--- src/rtl/port_io_pkg.sv ---
// Shared constants and types for the port I/O responder: register offsets,
// CTRL/STATUS bit positions, data widths and the CTRL register layout.
package port_io_pkg;

  localparam int unsigned DATA_W  = 8;
  localparam int unsigned ADDR_W  = 8;
  localparam int unsigned OFF_W   = 3;
  localparam int unsigned PRESC_W = 8;

  localparam logic [OFF_W-1:0] OFF_GPIO_OUT = 3'd0;
  localparam logic [OFF_W-1:0] OFF_GPIO_IN  = 3'd1;
  localparam logic [OFF_W-1:0] OFF_RELOAD   = 3'd2;
  localparam logic [OFF_W-1:0] OFF_CTRL     = 3'd3;
  localparam logic [OFF_W-1:0] OFF_STATUS   = 3'd4;
  localparam logic [OFF_W-1:0] OFF_COUNT    = 3'd5;

  localparam int unsigned CTRL_EN     = 0;
  localparam int unsigned CTRL_AUTO   = 1;
  localparam int unsigned CTRL_IRQ_EN = 2;
  localparam int unsigned STATUS_EXP  = 0;

  typedef logic [DATA_W-1:0] data_t;

  // Field order matches the CTRL bit indices above (en is bit 0).
  typedef struct packed {
    logic irq_en;
    logic auto_rl;
    logic en;
  } ctrl_t;

  // CTRL as seen on the bus; unused upper bits read as zero.
  function automatic data_t ctrl_to_data(input ctrl_t c);
    return DATA_W'(c);
  endfunction

endpackage

--- src/rtl/port_io_responder_if.sv ---
// Core-side port bus: address, write data, one-cycle strobes, read data and ack.
interface port_io_responder_if;
  import port_io_pkg::*;

  logic [ADDR_W-1:0] port_addr_i;
  logic [DATA_W-1:0] port_dat_i;
  logic              port_we_i;
  logic              port_re_i;
  logic [DATA_W-1:0] port_dat_o;
  logic              port_ack_o;

  modport master (
    output port_addr_i, port_dat_i, port_we_i, port_re_i,
    input  port_dat_o, port_ack_o
  );

  modport slave (
    input  port_addr_i, port_dat_i, port_we_i, port_re_i,
    output port_dat_o, port_ack_o
  );

endinterface

--- src/rtl/port_timer.sv ---
// Down-counting timer: prescaler, COUNT/RELOAD, CTRL register and EXP flag.
// Only instantiated when PORT_IO_TIMER_EN is defined.
module port_timer
  import port_io_pkg::*;
#(
  parameter int unsigned PRESCALE = 16
) (
  input  logic  clk_i,
  input  logic  rst_i,
  input  logic  reload_we,
  input  data_t reload_wdat,
  input  logic  ctrl_we,
  input  ctrl_t ctrl_wdat,
  input  logic  exp_clr,
  output data_t reload,
  output ctrl_t ctrl,
  output logic  expired,
  output data_t count
);

  logic [PRESC_W-1:0] presc;
  logic               tick;

  assign tick = ctrl.en && (presc == PRESC_W'(PRESCALE - 1));

  always_ff @(posedge clk_i or posedge rst_i) begin
    if (rst_i) begin
      presc   <= '0;
      reload  <= '0;
      ctrl    <= '0;
      expired <= 1'b0;
      count   <= '0;
    end else begin
      if (reload_we) reload <= reload_wdat;

      if (!ctrl.en || tick) presc <= '0;
      else                  presc <= presc + PRESC_W'(1);

      if (tick) begin
        if (count != '0)       count <= count - DATA_W'(1);
        else if (ctrl.auto_rl) count <= reload;
        else begin
          count   <= '0;
          ctrl.en <= 1'b0;
        end
      end

      // A bus write to CTRL overrides the timer's own EN clear in the same cycle.
      if (ctrl_we) begin
        ctrl <= ctrl_wdat;
        if (ctrl_wdat.en && !ctrl.en) count <= reload;
      end

      // Expiry wins over a coincident clear.
      if (tick && count == '0) expired <= 1'b1;
      else if (exp_clr)        expired <= 1'b0;
    end
  end

endmodule

--- src/rtl/port_io_responder.sv ---
// Port-mapped GPIO/timer responder with an 8-register window at BASE_ADDR.
// Timer, STATUS and interrupt logic are built only with PORT_IO_TIMER_EN defined.
module port_io_responder
  import port_io_pkg::*;
#(
  parameter logic [ADDR_W-1:0] BASE_ADDR = 8'h40,
  parameter int unsigned       PRESCALE  = 16
) (
  input  logic                clk_i,
  input  logic                rst_i,
  port_io_responder_if.slave  bus,
  input  logic [DATA_W-1:0]   gpio_in_i,
  output logic [DATA_W-1:0]   gpio_out_o,
  output logic                int_req_o,
  input  logic                int_ack_i
);

  logic             hit;
  logic [OFF_W-1:0] off;
  logic             wr_hit;
  logic             rd_hit;
  data_t            gpio_sync1;
  data_t            gpio_sync2;
  data_t            rdata;
  data_t            reload;
  data_t            count;
  ctrl_t            ctrl;
  logic             expired;

  assign hit    = bus.port_addr_i[ADDR_W-1:OFF_W] == BASE_ADDR[ADDR_W-1:OFF_W];
  assign off    = bus.port_addr_i[OFF_W-1:0];
  assign wr_hit = hit && bus.port_we_i;
  assign rd_hit = hit && bus.port_re_i;

`ifdef PORT_IO_TIMER_EN
  port_timer #(
    .PRESCALE (PRESCALE)
  ) u_timer (
    .clk_i       (clk_i),
    .rst_i       (rst_i),
    .reload_we   (wr_hit && off == OFF_RELOAD),
    .reload_wdat (bus.port_dat_i),
    .ctrl_we     (wr_hit && off == OFF_CTRL),
    .ctrl_wdat   (ctrl_t'(bus.port_dat_i[CTRL_IRQ_EN:CTRL_EN])),
    .exp_clr     (int_ack_i || (wr_hit && off == OFF_STATUS && bus.port_dat_i[STATUS_EXP])),
    .reload      (reload),
    .ctrl        (ctrl),
    .expired     (expired),
    .count       (count)
  );

  assign int_req_o = expired & ctrl.irq_en;
`else
  localparam int unsigned unused_prescale = PRESCALE;
  logic unused_timer;

  assign unused_timer = int_ack_i;
  assign reload       = '0;
  assign count        = '0;
  assign ctrl         = '0;
  assign expired      = 1'b0;
  assign int_req_o    = 1'b0;
`endif

  // Read mux; values are taken before any same-cycle write lands.
  always_comb begin
    rdata = '0;
    case (off)
      OFF_GPIO_OUT: rdata = gpio_out_o;
      OFF_GPIO_IN:  rdata = gpio_sync2;
      OFF_RELOAD:   rdata = reload;
      OFF_CTRL:     rdata = ctrl_to_data(ctrl);
      OFF_STATUS:   rdata = DATA_W'(expired);
      OFF_COUNT:    rdata = count;
      default:      rdata = '0;
    endcase
  end

  always_ff @(posedge clk_i or posedge rst_i) begin
    if (rst_i) begin
      gpio_sync1     <= '0;
      gpio_sync2     <= '0;
      gpio_out_o     <= '0;
      bus.port_dat_o <= '0;
      bus.port_ack_o <= 1'b0;
    end else begin
      gpio_sync1     <= gpio_in_i;
      gpio_sync2     <= gpio_sync1;
      bus.port_ack_o <= wr_hit || rd_hit;
      bus.port_dat_o <= rd_hit ? rdata : '0;
      if (wr_hit && off == OFF_GPIO_OUT) gpio_out_o <= bus.port_dat_i;
    end
  end

endmodule

--- src/flat_wrapper.sv ---
// flat-port wrapper written by rule: the top's interface ports become plain ports
module port_io_responder_flat import port_io_pkg::*;
#(
  parameter logic [ADDR_W-1:0] BASE_ADDR = 8'h40,
  parameter int unsigned       PRESCALE  = 16
)
  (clk_i, rst_i, gpio_in_i, gpio_out_o, int_req_o, int_ack_i, bus_port_addr_i, bus_port_dat_i, bus_port_we_i, bus_port_re_i, bus_port_dat_o, bus_port_ack_o);
  port_io_responder_if bus_i ();
  input  logic clk_i;
  input  logic rst_i;
  input  logic [DATA_W-1:0] gpio_in_i;
  output logic [DATA_W-1:0] gpio_out_o;
  output logic int_req_o;
  input  logic int_ack_i;
  input wire logic [$bits(bus_i.port_addr_i)-1:0] bus_port_addr_i;
  input wire logic [$bits(bus_i.port_dat_i)-1:0] bus_port_dat_i;
  input wire logic [$bits(bus_i.port_we_i)-1:0] bus_port_we_i;
  input wire logic [$bits(bus_i.port_re_i)-1:0] bus_port_re_i;
  output wire logic [$bits(bus_i.port_dat_o)-1:0] bus_port_dat_o;
  output wire logic [$bits(bus_i.port_ack_o)-1:0] bus_port_ack_o;
  assign bus_i.port_addr_i = bus_port_addr_i;
  assign bus_i.port_dat_i = bus_port_dat_i;
  assign bus_i.port_we_i = bus_port_we_i;
  assign bus_i.port_re_i = bus_port_re_i;
  assign bus_port_dat_o = bus_i.port_dat_o;
  assign bus_port_ack_o = bus_i.port_ack_o;
  port_io_responder #(.BASE_ADDR(BASE_ADDR), .PRESCALE(PRESCALE)) u_core (.clk_i(clk_i), .rst_i(rst_i), .bus(bus_i), .gpio_in_i(gpio_in_i), .gpio_out_o(gpio_out_o), .int_req_o(int_req_o), .int_ack_i(int_ack_i));
endmodule
--- config.mk ---
export PLATFORM = sky130hd
export DESIGN_NAME = port_io_responder_flat
export DESIGN_NICKNAME = d
export VERILOG_FILES = /design/src/rtl/port_io_pkg.sv /design/src/rtl/port_io_responder_if.sv /design/src/rtl/port_timer.sv /design/src/rtl/port_io_responder.sv /design/src/flat_wrapper.sv
export SDC_FILE = /design/constraint.sdc
export NUM_CORES = 1
export LEC_CHECK = 0
export CAP_MARGIN = 10
export CORE_MARGIN = 5
export CORE_UTILIZATION = 41
export CTS_BUF_LIST = sky130_fd_sc_hd__clkbuf_4 sky130_fd_sc_hd__clkbuf_8 sky130_fd_sc_hd__clkbuf_16
export CTS_CLUSTER_DIAMETER = 30
export CTS_CLUSTER_SIZE = 16
export DETAILED_ROUTE_END_ITERATION = 12
export PLACE_DENSITY = 0.75
export SLEW_MARGIN = 20
export SYNTH_ARGS = -nofsm -noshare
export SYNTH_HDL_FRONTEND = slang
export SYNTH_HIERARCHICAL = 1
export SYNTH_SLANG_ARGS = --single-unit
--- constraint.sdc ---
create_clock -name clk_i -period 1.02 [get_ports clk_i]
set_input_delay 0.204 -clock clk_i [delete_from_list [all_inputs] [get_ports clk_i]]
set_output_delay 0.204 -clock clk_i [all_outputs]
set_load 0.02 [all_outputs]
======== Yosys cells after proc, flatten, opt, wreduce, memory -nomap -nowiden ========
Index checks and enable logic that the tools add are counted.
storage, ports and cells
  input bits .............................. 29
  flip-flop bits (word level) ............. 33
  word-level logic and storage cells ...... 14
operators by class
  equal/unequal tests ..................... 2
  reduce and logical (&&, ||, !) cells .... 5
  mux-type cells .......................... 2
operators with widths
  kind                  count
  $pmux W8 S2           1
  $mux W8               1
  $eq A5 B4 Y1 const B  1
  $eq A3 B1 Y1 const B  1
  $logic_and A1 B1 Y1   3
  $logic_not A3 Y1      1
  $logic_or A1 B1 Y1    1

======== Longest topological paths before layout ========
  depth in word-level cells ............... 3
  depth in mapped cells ................... 5

======== Worst setup path after synthesis ========
No wires, ideal clock.
  kind .................................... in2reg
  start point ............................. input port bus_port_addr_i[0]
  end point ............................... register u_core.gpio_out_o[0]
  stages on the path ...................... 5
  data required time ...................... 0.895 ns
  arrival ................................. 1.174 ns
  setup time .............................. 0.125 ns
  path slack .............................. -0.279 ns
  path through ............................ buf_6 > nor4b_2 > and3_1 > buf_6 > mux2_2
on the way
  longest elaborated chain between the ends .. 2
RTL lines
  what                  line                     source
  start, declared       flat_wrapper.sv:15       input wire logic [$bits(bus_i.port_addr_i)-1:0] bus_port_addr_i;
  $logic_not A3 Y1      port_io_responder.sv:91  if (wr_hit && off == OFF_GPIO_OUT) gpio_out_o <= bus.port_dat_i;
  $logic_and A1 B1 Y1   port_io_responder.sv:91
  end signal, assigned  port_io_responder.sv:91
  end, declared         port_io_responder.sv:13  output logic [DATA_W-1:0] gpio_out_o,
Every way passes these cells.
A chain may end at the register's enable or synchronous reset.

======== Worst setup path in the final report ========
  start point ............................. register u_core.gpio_out_o[0]
  end point ............................... output port gpio_out_o[0]
RTL lines
  what           line                source
  end, declared  flat_wrapper.sv:12  output logic [DATA_W-1:0] gpio_out_o;
No word-level cell between the ends.

==> metrics.txt <==
Comb power frac=12.2%; number of nets in the layout=161; final worst setup slack=-0.0618 ns; # setup viols final=17; Syn Inst Count=69; Overflow after GRT=0; most common cell after layout, fill and taps aside=dfrtp_1; sequential element share of the synthesized area=74.0%; Antenna diodes=0; post-synth top area cell=dfrtp_1; All-Layer GR Usage=14.1%; first drt pass iteration count=3; slowest CP cell=dfrtp_1; Final Hold Viols=0; first-pass GRT wire length=4060 um; RSZ-0062 raised after global routing=true; Post-CTS Hold Fix Bufs=0; CP Launch Type=register; share of cells above drive strength 1=43.9%; row count=19; Design Power=2.41 mW; Initial Util=41.5%; Setup CP Type=reg -> out; Detailed Route Iter0 Violations=28; pwr dens=1330 nW/um2; Die Y-Extent=62.2 um; WP data required=0.82 ns; Setup Slack @ Placement=-0.688 ns; TNS Setup=-0.591 ns; Clock Path Buffers=2; Mean Syn Cell Area=16.2 um2; initial antenna violation count=0; Worst EP arrival=0.88 ns; port bufs=44; violated checks=negative setup slack; Buffers & Inverters on Critical Path=1; Pleak=0.907 nW; Max Cap Viol=0; WL per Instance=14.8 um; Period minus WS final=1.08 ns; post-route insts no fill=163; crit path capture type=output port; DP HPWL=1690 um; core area=2690 um2; fin. max-slew vios=0; run status=finished, violations left; most frequent cells in the layout=dfrtp_1 (33), buf_6 (20), clkdlybuf4s50_1 (18); Area Overhead vs Synth=62.7%; max frequency=0.924 GHz; peak supply drop=1.19 mV; CP Max Fanout=2; vias in the first global route=825; post-route clock period utilization=106%; delay-heaviest family, CP=flip-flops; Min Hold Slack=0.209 ns; routability cong.=0.745; vias after detailed routing=757; clk root buf=clkbuf_4; cts bufs inserted=5; Ports=47; clock power share=30.6%; share of the synthesized area in the top cell type=74.0%; Warnings, synthesis=6; Die X=62.2 um; Post-DRT Antenna Nets=0; Clock Latency Late Sink=0.32 ns; die area=3870 um2; worst min-delay path class=in -> async; largest net degree at the start of global routing=34; P_sw=0.516 mW; dpl cells=155; Vias/cell=4.64; Sw Share=21.5%; Seq pwr share=57.2%; CP max stage delay=0.42 ns; synthesized cell area=1120 um2; CTS tree=yes; crit-path cells=buf_6; Netlist cell types=14; clk slew on worst S/H paths=0.09 ns; clock sink count=33; residual DRC count=0; synth top area cells=dfrtp_1 (74%), mux2_2 (8.1%), mux2i_1 (7.2%); Detailed Route WL=2410 um; clock skew=0.00495 ns; P_int=1.89 mW; syn nets=98; htree depth=2; FF+latch count, synth=33
==> what timing repair did <==
action | in CTS | in global routing
pin swaps | 3 | 3
setup buffers | 1 | 3
gates resized for setup | 127 | 10
endpoints found under the setup margin | 33 | 30
gates cloned | 0 | 0
==> registers in the layout, summed over array words and instances, names as in the netlist <==
register	flops
u_core/bus.port_dat_o	8
u_core/gpio_sync2	8
u_core/gpio_sync1	8
u_core/gpio_out_o	8
u_core/bus.port_ack_o	1
==> final timing paths <==
kind                                            from               endpoint  slack [ns]  cells after the start
worst min-delay path                           rst_i   u_core/gpio_sync1[2]        0.21                      3
worst max-delay path            u_core/gpio_out_o[0]          gpio_out_o[0]       -0.06                      1
worst min register to register  u_core/gpio_sync1[2]   u_core/gpio_sync2[2]        0.36                      0
min in group clk_i                     bus_port_we_i  u_core/bus.port_ack_o        0.22                      3
worst max register to register  u_core/gpio_out_o[1]   u_core/gpio_out_o[1]        0.09                      2
max in group asynchronous                      rst_i   u_core/gpio_sync1[5]        0.64                      3
==> synth_stat cells (all sizes together) <==
library cell and instances:
and3 1, buf 3, conb 1, dfrtp 33
inv 1, mux2 8, mux2i 8, nand4 1
nor2 9, nor2b 1, nor3 1, nor4b 1
o211a 1
==> power groups by stage <==
| stage | sequential (mW) | combinational, mW | clock (mW) |
|---|---|---|---|
| 6_report | 1.38 | 0.295 | 0.736 |
| 5_1_grt | 1.38 | 0.318 | 0.845 |
| 4_1_cts | 1.38 | 0.295 | 0.782 |
| 3_5_place_dp | 1.40 | 0.296 | 0 |
| 3_3_place_gp | 1.40 | 0.291 | 0 |
| 2_1_floorplan | 1.42 | 0.0889 | 0 |
==> layer usage <==
metal,share of wire (%),vias to the layer above,track usage [%]
met1,36,366,15.2
met5,0,-,0
met3,9.1,7,8.11
met4,2.2,0,6.50
li1,-,353,-
met2,52,31,22.0
==> per-stage QoR <==
step	area, um2	util, %
final	1820	67.6
after global routing	1820	67.6
after CTS	1810	67.4
after detailed placement	1730	64.2
after global placement	1730	64.2
after floorplan	1150	-
==> cell families (layout without fill, tap and decap cells) <==
logic type / after synthesis / in the layout / share of synthesized area [%]
buffers and inverters: 4 / 67 / 3.03
AND/OR/NAND/NOR: 14 / 14 / 6.50
flip-flops: 33 / 33 / 74.0
other: 1 / 1 / 0.336
multiplexers: 16 / 16 / 15.2
AO/OA/AOI/OAI: 1 / 1 / 0.897
==> cell type report <==
class,count,area (um2)
Clock buffer,7,58.8
Fill cell,201,871
Inverter,1,3.75
Multi-Input combinational cell,32,313
Sequential cell,33,826
Tap cell,31,38.8
Timing Repair Buffer,59,576
Power figures use the tool's default switching activity.
